`src/rtl/sipo_frame_rx_if.sv`:
```
// Parallel/serial signal bundle for sipo_frame_rx.
// Defining SIPO_RX_PARITY_EN adds parity_err.
interface sipo_frame_rx_if #(
  parameter int DATA_WIDTH = 8
);
  logic                  in_bit;
  logic                  in_bit_valid;
  logic [DATA_WIDTH-1:0] out_data;
  logic                  out_valid;
  logic                  out_ready;
  logic                  frame_err;
  logic                  overrun;
`ifdef SIPO_RX_PARITY_EN
  logic                  parity_err;
`endif

  modport master (
    output in_bit, in_bit_valid, out_ready,
`ifdef SIPO_RX_PARITY_EN
    input  parity_err,
`endif
    input  out_data, out_valid, frame_err, overrun
  );

  modport slave (
    input  in_bit, in_bit_valid, out_ready,
`ifdef SIPO_RX_PARITY_EN
    output parity_err,
`endif
    output out_data, out_valid, frame_err, overrun
  );
endinterface

```
`src/rtl/sipo_frame_rx.sv`:
```
// Serial frame receiver: start bit, MSB-first data, optional even parity, stop bit.
// Optional feature: SIPO_RX_PARITY_EN enables the parity bit and parity_err.
module sipo_frame_rx #(
  parameter int DATA_WIDTH = 8
) (
  input  logic            clk,
  input  logic            rst,
  sipo_frame_rx_if.slave  bus
);
  localparam int CW = $clog2(DATA_WIDTH) + 1;

  typedef enum logic [1:0] {
    IDLE,
    DATA,
`ifdef SIPO_RX_PARITY_EN
    PARITY,
`endif
    STOP
  } state_t;

  state_t                state;
  logic [DATA_WIDTH-1:0] shreg;
  logic [CW-1:0]         cnt;
  logic                  par_acc;
  logic                  par_bad;

  always_ff @(posedge clk or posedge rst) begin
    if (rst) begin
      state          <= IDLE;
      shreg          <= '0;
      cnt            <= '0;
      par_acc        <= 1'b0;
      par_bad        <= 1'b0;
      bus.out_data   <= '0;
      bus.out_valid  <= 1'b0;
      bus.frame_err  <= 1'b0;
      bus.overrun    <= 1'b0;
`ifdef SIPO_RX_PARITY_EN
      bus.parity_err <= 1'b0;
`endif
    end else begin
      bus.frame_err  <= 1'b0;
      bus.overrun    <= 1'b0;
`ifdef SIPO_RX_PARITY_EN
      bus.parity_err <= 1'b0;
`endif
      // Acceptance clears valid; a load on the same edge below takes priority.
      if (bus.out_valid && bus.out_ready)
        bus.out_valid <= 1'b0;

      if (bus.in_bit_valid) begin
        unique case (state)
          IDLE: begin
            if (!bus.in_bit) begin
              state   <= DATA;
              cnt     <= '0;
              par_acc <= 1'b0;
              par_bad <= 1'b0;
            end
          end
          DATA: begin
            shreg   <= {shreg[DATA_WIDTH-2:0], bus.in_bit};
            par_acc <= par_acc ^ bus.in_bit;
            cnt     <= cnt + 1'b1;
            if (cnt == CW'(DATA_WIDTH - 1)) begin
`ifdef SIPO_RX_PARITY_EN
              state <= PARITY;
`else
              state <= STOP;
`endif
            end
          end
`ifdef SIPO_RX_PARITY_EN
          PARITY: begin
            par_bad <= par_acc ^ bus.in_bit;
            state   <= STOP;
          end
`endif
          STOP: begin
            state <= IDLE;
`ifdef SIPO_RX_PARITY_EN
            bus.parity_err <= par_bad;
`endif
            if (!bus.in_bit) begin
              bus.frame_err <= 1'b1;
            end else if (!par_bad) begin
              if (!bus.out_valid || bus.out_ready) begin
                bus.out_data  <= shreg;
                bus.out_valid <= 1'b1;
              end else begin
                bus.overrun <= 1'b1;
              end
            end
          end
          default: state <= IDLE;
        endcase
      end
    end
  end
endmodule

```
`src/flat_wrapper.sv`:
```
// flat-port wrapper written by rule: the top's interface ports become plain ports
module sipo_frame_rx_flat 
#(
  parameter int DATA_WIDTH = 8
)
  (clk, rst, bus_in_bit, bus_in_bit_valid, bus_out_ready, bus_out_data, bus_out_valid, bus_frame_err, bus_overrun);
  sipo_frame_rx_if #(.DATA_WIDTH(DATA_WIDTH)) bus_i ();
  input  logic clk;
  input  logic rst;
  input wire logic [$bits(bus_i.in_bit)-1:0] bus_in_bit;
  input wire logic [$bits(bus_i.in_bit_valid)-1:0] bus_in_bit_valid;
  input wire logic [$bits(bus_i.out_ready)-1:0] bus_out_ready;
  output wire logic [$bits(bus_i.out_data)-1:0] bus_out_data;
  output wire logic [$bits(bus_i.out_valid)-1:0] bus_out_valid;
  output wire logic [$bits(bus_i.frame_err)-1:0] bus_frame_err;
  output wire logic [$bits(bus_i.overrun)-1:0] bus_overrun;
  assign bus_i.in_bit = bus_in_bit;
  assign bus_i.in_bit_valid = bus_in_bit_valid;
  assign bus_i.out_ready = bus_out_ready;
  assign bus_out_data = bus_i.out_data;
  assign bus_out_valid = bus_i.out_valid;
  assign bus_frame_err = bus_i.frame_err;
  assign bus_overrun = bus_i.overrun;
  sipo_frame_rx #(.DATA_WIDTH(DATA_WIDTH)) u_core (.clk(clk), .rst(rst), .bus(bus_i));
endmodule
```
`config.mk`:
```
export PLATFORM = sky130hd
export DESIGN_NAME = sipo_frame_rx_flat
export DESIGN_NICKNAME = d
export VERILOG_FILES = /design/src/rtl/sipo_frame_rx_if.sv /design/src/rtl/sipo_frame_rx.sv /design/src/flat_wrapper.sv
export SDC_FILE = /design/constraint.sdc
export NUM_CORES = 1
export LEC_CHECK = 0
export ABC_AREA = 1
export ABC_CLOCK_PERIOD_IN_PS = 3330
export CAP_MARGIN = 20
export CORE_AREA = 2 2 68 44
export DETAILED_ROUTE_END_ITERATION = 10
export DIE_AREA = 0 0 70 46
export GPL_ROUTABILITY_DRIVEN = 0
export PLACE_DENSITY = 0.65
export SKIP_LAST_GASP = 1
export SYNTH_ARGS = -nofsm -noshare
export SYNTH_HDL_FRONTEND = slang
export SYNTH_SLANG_ARGS = --single-unit
```
`constraint.sdc`:
```
create_clock -name clk -period 3.33 [get_ports clk]
set_clock_uncertainty 0.05 [all_clocks]
set_input_delay 0.666 -clock clk [delete_from_list [all_inputs] [get_ports clk]]
set_output_delay 0.666 -clock clk [all_outputs]
set_load 0.005 [all_outputs]
```
After elaboration in Yosys (flattened, before gate mapping):

Index checks and enable logic that the tools add are counted.

* word-level logic and storage cells: 39
* input port bits: 5
* register bits after elaboration: 25

* add/sub/neg operators: 1
* reductions and logical operators: 9
* equality and inequality tests: 5
* mux-type cells: 17

Operator list (number)
* $mux W1: 12
* $pmux W4 S2: 1
* $reduce_and A3 Y1: 2
* $add A4 B1 Y4 const B: 1
* $eq A4 B3 Y1 const B: 1
* $mux W2: 2
* $mux W4: 1
* $pmux W2 S2: 1
* $reduce_and A4 Y1: 1
* $eq A2 B1 Y1 const B: 1
* $eq A2 B2 Y1 const B: 1
* $logic_not A2 Y1: 1
* $ne A2 B1 Y1 const B: 1
* $ne A2 B2 Y1 const B: 1
* $reduce_and A2 Y1: 1
* $reduce_bool A2 Y1: 1
* $logic_and A1 B1 Y1: 1
* $logic_not A1 Y1: 1
* $logic_or A1 B1 Y1: 1

Longest topological paths before layout:

Gate-level depths: netlist of the first run.

* word-level depth: 6
* gate-level depth with buffers: 7
* mapped depth without buffers: 6

Least setup slack after synthesis of the first run:

No wires, ideal clock.

* path type: input port to flip-flop
* from: in bus_in_bit_valid
* to: reg u_core.bus.out_data[0]
* library setup time: 0.117 ns
* data arrival time: 1.160 ns
* slack: 2.003 ns
* stages on the path: 6
* cell sequence: nand2_2 > nor2_4 > nand2_4 > buf_6 > nand2_2 > o21ai_2

* longest elaborated chain between the ends: 1

Ends and longest elaborated chain
* from (decl): RTL line flat_wrapper.sv:11 `input wire logic [$bits(bus_i.in_bit_valid)-1:0] bus_in_bit_valid;`
* $reduce_and A4 Y1 (no line)
* to (signal assigned): RTL line sipo_frame_rx.sv:88 `bus.out_data <= shreg;`
* to (decl): RTL line sipo_frame_rx_if.sv:30 `output out_data, out_valid, frame_err, overrun`

Every way passes these cells.
A chain may end at the register's enable or synchronous reset.

Final worst setup path of the first run:

* from: reg u_core.bus.out_data[1]
* to: out bus_out_data[1]

RTL lines
* to (decl): RTL line flat_wrapper.sv:13 `output wire logic [$bits(bus_i.out_data)-1:0] bus_out_data;`

No word-level cell between the ends.

==> results summary, run 1 <==
The number of nets at the end of the flow is 140. Detailed placement finished with a half-perimeter wire length of 1400 um. After detailed routing, the total wire length is 1910 um. The final count of negative-setup-slack endpoints is 0. The maximum VDD drop came out at 0.234 mV.

For hold timing, the worst endpoint is u_core.bus.out_data[7]. The timing-limited maximum frequency came out at 536 MHz. Sorting the synthesized cells by area gives the leading types as dfrtp_1 (57%), nand2_1 (11%), o21ai_2 (5.6%).

The number of global-route vias before repair came to roughly 770. The slack of the critical path came out at 1.46 ns. The number of hold-slack violations in the final timing report was 0. The critical path required time came out at 2.61 ns.

TritonCTS built the clock tree. The top layer reached by signal wires is met4. After layout, the worst path uses 56.1% of the clock period. The largest total area in the synthesized netlist belongs to dfrtp_1. The clock-pin slew of the registers on the worst-case setup and hold paths is roughly 0.090 ns. The number of antenna diodes came out at 0. For this block, the via count after detailed routing is around 800. The leftover overflow at the end of global routing is 0. The worst setup path is captured at a primary output. The placement-stage worst setup slack came out at 1.26 ns. Port buffering added 15 buffers. The average instance in the mapped netlist occupies 9.46 um2. The run finished with clean final reports. The worst pin sits at a relative slew slack of roughly 37%. For this run, the slowest stage of the critical path takes 0.51 ns.

The portion of the post-synthesis area used by sequential elements is a little under three fifths. In the synthesized netlist the dominant register cell turns out to be dfrtp_1. The launch instance of the worst register-to-register path is u_core.state[1]. The first global-routing pass estimated 3210 um of wire. Max-cap violations in this run came to 0.

Counting along the longest clock path gives a buffer depth of 2. Entering global routing, the biggest net connects 26 pins. Before antenna repair, the detailed router went through 4 iterations. The count of state elements after synthesis came out at 25. The detailed router put a total of 849 um of wire on met1. The count of cell types in the netlist came out at 17. The highest fanout seen on the critical path is 2. The share of final-layout standard cells stronger than drive strength 1 came out at ~16%.

The number of design rule violations left after detail routing is 0. The total of hold buffers inserted after clock tree synthesis came out at 0. The worst setup path is of the reg2out kind. The cell class contributing the biggest share of worst-path delay is buffers and inverters. 16 I/O pins were placed.

The worst register-to-register path has a depth of 6. For this run, asynchronously set or reset flops after synthesis account for 100%. Setup repair after global routing left no endpoint under its margin. The final cell count without fillers came out at 167. The worst setup slack for register-to-register paths came out at 2.04 ns. The post-synthesis net count came out at roughly 120. The count of cell instances traversed by the critical path is 1. The number of sinks driven by the clock tree came out at 25. The count of nets left with antenna violations once routing finished came out at 0. After synthesis, the most frequently instantiated cells are nand2_1 (31), dfrtp_1 (25), inv_1 (15), o21ai_0 (11), o21ai_2 (7). The clock latency on the worst-skew pair came out at 0.27 ns. The synthesis warning total came out at 0. The synthesized netlist occupies a cell area of 1100 um2. After layout, the minimum clock period comes to 1.87 ns. The worst hold path depth is 2. The H-tree level count came out at 1. The number of flops mapped to enable cells by yosys came out at 0.

The count of instances resized after the clock tree is built came out at 0. The number of setup buffers added after CTS is 0. The count of buffer and inverter cells on the critical path came out at 1. The per-cell routed wire length came out at 11.4 um. STA classifies the critical path startpoint as a flop. The final count of pins violating max slew is 0.

Power spread over the standard cell area amounts to around 760 nW/um2. The met2 wire length is 935 um. After floorplanning, the core was divided into 15 placement rows.

For this design, the slowest cell found on the critical path is clkdlybuf4s50_1. The initial antenna violation count came out at 0. Summed over all cells, the static leakage comes to 0.628 nW.

The die extent in y is 46 um. The met3 routed wirelength is approximately 90 um. The worst hold-check path type is reg2reg. Traced cell by cell, the critical path runs through clkdlybuf4s50_1. The number of instances in the placed design is 163. Yosys instantiated no cell more often than nand2_1. The via count normalized by instance count is 4.84.

In this run the most critical hold path is launched from u_core.bus.out_data[7]. The synthesized netlist cell count came out at about 120. Compared with the post-synthesis result, the final layout area differs by 19.7%. The count of routing violations after the opening detailed-route iteration is 20. CTS placed an instance of clkbuf_8 at the clock tree root. The transition time at the pin with the least slew margin came out at 0.950 ns. Once the floorplan was initialized, standard cells occupied approximately two fifths of the core. The endpoint identified for the worst register-to-register timing path is u_core.cnt[0]. The area enclosed by the die boundary is roughly 3200 um2. Clock tree synthesis inserted a total of 3 buffers.

Measured on the finished design, the core utilization comes to 49.3%. The aggregate global-route resource usage came out at 13.3%. The overall die width came out at about 70 um. For the final routed database, the setup TNS stands at 0 ns. The area inside the core boundary is between 2000 and 3000 um2. The share of the synthesized area in the top cell type came out at between 50% and 60%. The arrival time of the worst setup path came out at 1.15 ns.
[per-layer routing]
layer,up-vias,GRT usage (%)
met5,-,0
met4,0,5.77
met3,5,4.65
met2,18,22.9
met1,382,15.8
li1,403,-
[sequential cells by signal, summed over array words and instances, names as in the netlist]
signal                cells
u_core.state              2
u_core.bus.out_data       8
u_core.bus.overrun        1
u_core.shreg              8
u_core.cnt                4
u_core.bus.out_valid      1
u_core.bus.frame_err      1
[final cells by class]
type | count | area, um2
well taps | 34 | 42.5
fillers | 253 | 1350
multi-input cells | 73 | 389
repair buffers | 15 | 150
flip-flops and latches | 25 | 626
clock buffers | 3 | 41.3
clock inverters | 1 | 5.00
inverters | 16 | 60.1
[cells in the final DEF, fill, tap and decap left out, drive strengths merged]
master,Yosys,routed
nor3,1,1
clkbuf,0,3
nand3,6,6
nand4,2,2
inv,16,16
nand2,37,37
nor2,6,6
or2,1,1
clkdlybuf4s50,0,15
ha,1,1
a21oi,1,1
o21ai,18,18
clkinv,0,1
dfrtp,25,25
[worst max path at each step]
stage                                 startpoint                endpoint  slack, ns
after floorplan                 bus_in_bit_valid  u_core.bus.out_data[0]       2.00
after global placement          bus_in_bit_valid  u_core.bus.out_data[2]       1.34
after detailed placement        bus_in_bit_valid           u_core.cnt[0]       1.26
after CTS                   u_core.bus.out_valid           bus_out_valid       1.45
after global routing            bus_in_bit_valid           u_core.cnt[0]       1.40
final                     u_core.bus.out_data[1]         bus_out_data[1]       1.46
[where the power goes]
group          total [mW]  switching [mW]  internal, mW
Clock               0.179          0.0950        0.0837
Combinational       0.341           0.182         0.159
Sequential          0.473          0.0711         0.401
Total               0.992           0.348         0.644
[logic make-up (layout without fill, tap and decap cells)]
kind of cell	after synthesis	after routing	share of synthesized area, %
AND/OR/NAND/NOR	53	53	23.3
flip-flops	25	25	57.0
AO/OA/AOI/OAI	19	19	11.1
buffers and inverters	18	35	7.52
adder cells (fa/ha/maj)	1	1	1.14
[stage by stage]
step | hold WS [ns] | cell area (um2) | power (mW)
after global placement | 0.417 | 1270 | 0.808
after floorplan | 0.403 | 1100 | 0.688
final | 0.435 | 1310 | 0.992
after detailed placement | 0.413 | 1270 | 0.825
after global routing | 0.472 | 1310 | 1.07
after CTS | 0.444 | 1310 | 1.01
No activity file was read; power rests on OpenSTA's default activity.
==> run 2, diff against run 1 <==
ABC_CLOCK_PERIOD_IN_PS = 1500   (was 3330)
PLACE_DENSITY = 0.68   (was 0.65)
clock period = 1.5 ns   (was 3.33 ns; I/O delays follow)
==> run 2 against run 1 <==
Sequential power rose by 120%. Critical path depth did not move. Clock power rose by 120%. Via count fell by 0.25%. Sequential share of layout area fell by 3.2 points. Sequential cell count did not move. Register-to-register slack got worse by 1.8 ns. Cell area rose by 7.1%. Wire length rose by 6.0%. Clock-buffer cell count rose by 1. Largest cell class unchanged.
==> results summary, run 2 (same netlist as run 1, synthesis figures left out) <==
Run status: finished, final reports clean (unchanged). The total non-filler cell area in the finished layout was 1410 um2 (was 1310 um2). The clock-pin slew of the registers on the worst-case setup and hold paths came out at 0.08 ns (was 0.09 ns).

The H-tree level count is 1 (unchanged). The final critical-path share of the clock period is 98.5%. The transition time at the pin with the least slew margin is 0.314 ns (was 0.950 ns). The instance area after placement is 1310 um2 (was 1270 um2). The worst hold-check path type is in2async (was reg2reg).

The clock group share of total power came to 17.4% (was 18.0%). The overall via count from detail_route came to 806 (was 808). The placed wire-length estimate after detailed placement was 1440 um (was 1400 um). The number of nets at the end of the flow came out at 150 (was 140). The TritonCTS clock tree is done (unchanged). The worst-path cell with the longest stage delay is clkdlybuf4s50_1 (unchanged). The net switching component of the power came out at 0.781 mW (was 0.348 mW). The remaining max-slew budget at the tightest pin is 79.0% (was 36.6%).

The highest fanout seen on the critical path came out at 2 (unchanged). The design internal power came out at 1.48 mW (was 0.644 mW). RSZ-0062 raised after global routing: yes (was no).

The endpoint of the worst register-to-register path is u_core.cnt[2] (was u_core.cnt[0]). The total detailed-routing wirelength was 2030 um (was 1910 um). The wire length of the first global-routing pass is 3360 um (was 3210 um). The area growth from synthesis to layout is 28.3% (was 19.7%). The site row count is 15 (unchanged). The final count of pins violating max slew came out at 0 (unchanged). The launching element type of the critical path was a flop (unchanged). The cell leakage power came out at 0.804 nW (was 0.628 nW).

The number of hold-slack violations in the final timing report is 0 (unchanged). The number of sinks driven by the clock tree came out at 25 (unchanged). The worst setup slack for register-to-register paths was 0.22 ns (was 2.04 ns). The count of cell instances traversed by the critical path is 1 (unchanged).

The switching portion of total power came to 34.6% (was 35.1%). The count of routing violations after the opening detailed-route iteration came to 59 (was 20). The arrival time of the worst setup path came out at 1.13 ns (was 1.15 ns). The count of buffers inserted at the top-level ports is 15 (unchanged). The count of nets left with antenna violations after detail routing was 0 (unchanged). The count of buffer and inverter cells on the critical path came out at 1 (unchanged). The count of pins on the block boundary is 16 (unchanged). The clock root buffer is clkbuf_8 (unchanged). The leading cell type in the layout, fill and taps excluded was nand2_1 (unchanged).

Cell Chain, Critical Path: clkdlybuf4s50_1 (unchanged). The end point of the critical path is bus_out_data[3] (was bus_out_data[1]). The initial antenna violation count is 0 (unchanged). The overall die width came to 70 um (unchanged). The clock latency on the worst-skew pair was 0.27 ns (about the same).

Largest registers: u_core.bus.out_data x8, u_core.shreg x8, u_core.cnt x4 (unchanged). The number of max-cap violations came out at 0 (unchanged). The number of buffers between clock root and the deepest sink is 2 (unchanged).

Leading cell types in the layout, fill and taps excluded: nand2_1 (31), dfrtp_1 (25), inv_1 (15) (was nand2_1 (31), dfrtp_1 (25), inv_1 (15), clkdlybuf4s50_1 (15), o21ai_0 (11)). The relative contribution of combinational cells to total power is 36.2% (was 34.4%). The critical path required time came out at 1.15 ns (was 2.61 ns). The area inside the core boundary came out at 2670 um2 (unchanged). The per-cell routed wire length is 11.5 um (was 11.4 um). The total power after layout came out at 2.26 mW (was 0.992 mW). The type of the worst setup path was reg2out (unchanged). The peak per-stage delay on the critical path is 0.50 ns (was 0.51 ns). The aggregate global-route resource usage is 13.9% (was 13.3%). The area enclosed by the die boundary came out at 3220 um2 (unchanged). The cell class contributing the biggest share of worst-path delay is buffers and inverters (unchanged). The via count normalized by instance count came out at 4.55 (was 4.84). The power per unit of standard cell area came to 1600 nW/um2 (was 755 nW/um2). The launching instance or port of the critical path is u_core.bus.out_data[3] (was u_core.bus.out_data[1]). The sequential power share came out at 46.4% (was 47.6%).

The number of search-and-repair iterations in the first detailed-routing pass came to 4 (unchanged). The number of global-route vias before repair was 788 (was 765). The leftover overflow at the end of global routing came out at 0 (unchanged). The die extent in y is 46 um (unchanged).

The final count of negative-setup-slack endpoints came out at 0 (unchanged). The timing-limited maximum frequency came out at between 600 and 700 MHz. The number of design rule violations left after detail routing is 0 (unchanged). The share of final-layout standard cells stronger than drive strength 1 was 21.0% (was 15.8%). The worst path needs 1.48 ns of the cycle, external delays included. The number of antenna diodes came to 0 (unchanged). The number of CTS-inserted buffers is 3 (unchanged). The endpoint class of the critical path was a primary output (unchanged). The pin count of the biggest net entering global routing is 26 (unchanged). The total of hold buffers inserted after clock tree synthesis came out at 0 (unchanged). The initial core utilization came to 41.2% (unchanged). The launch instance of the worst register-to-register path is u_core.cnt[0] (was u_core.state[1]). The maximum VDD drop is 0.560 mV (was 0.234 mV). The path depth of the worst reg2reg path came out at 4 (was 6).
==> run 2: cell count changes in the layout (fill, tap and decap cells not counted) <==
cell,change
clkdlybuf4s50_1,-8
clkbuf_1,+1
dlymetal6s2s_1,+8
clkinv_2,-1
buf_4,+10
==> run 2: layout make-up <==
| type | instances | area [um2] |
|---|---|---|
| Inverter | 16 | 60.1 |
| Timing Repair Buffer | 25 | 245 |
| Multi-Input combinational cell | 73 | 389 |
| Tap cell | 34 | 42.5 |
| Fill cell | 258 | 1260 |
| Clock buffer | 4 | 45.0 |
| Sequential cell | 25 | 626 |
==> run 2: how the worst min path moves through the flow <==
stage,to,depth (start not counted)
after floorplan,u_core.bus.frame_err,1
after global placement,u_core.shreg[4],2
after detailed placement,u_core.bus.out_data[7],2
after CTS,u_core.bus.out_data[7],3
after global routing,u_core.state[1],3
final,u_core.state[0],3
==> run 2: what timing repair did <==
item	CTS	global route
setup buffers	1	3
gates resized for setup	0	8
setup endpoints to repair	1	9
pin swaps	0	0
==> run 2: per-layer routing <==
layer / global-route usage [%] / part of all wire (%) / up-vias
met3: 5.31 / 3.7 / 0
met4: 4.62 / 0 / 0
li1: - / - / 418
met1: 16.3 / 48 / 371
met5: 0 / 0 / -
met2: 24.4 / 48 / 17
==> run 2: power groups by stage <==
| stage | clock [mW] | combinational, mW | sequential (mW) |
|---|---|---|---|
| finish | 0.392 | 0.819 | 1.05 |
| global route | 0.437 | 0.936 | 1.07 |
| CTS | 0.408 | 0.815 | 1.05 |
| detailed placement | 0 | 0.793 | 1.06 |
| global placement | 0 | 0.766 | 1.06 |
| floorplan | 0 | 0.483 | 1.04 |
==> run 2: stage by stage <==
step | cells | util (%) | TNS [ns] | hold slack [ns] | setup WS [ns]
after floorplan | 116 | - | 0 | 0.277 | 0.329
after global placement | 169 | 49.2 | -0.232 | 0.418 | -0.0358
after detailed placement | 169 | 49.2 | -0.460 | 0.416 | -0.0702
after CTS | 174 | 51.2 | 0 | 0.333 | 0.00172
after global routing | 177 | 52.8 | -0.0278 | 0.365 | -0.0278
final | 177 | 52.8 | 0 | 0.325 | 0.0232
==> run 3, diff against run 2 <==
ABC_CLOCK_PERIOD_IN_PS = default   (was 1500)
==> results of run 3 <==
No change in the layout: final DEF, timing and power equal those of run 2.
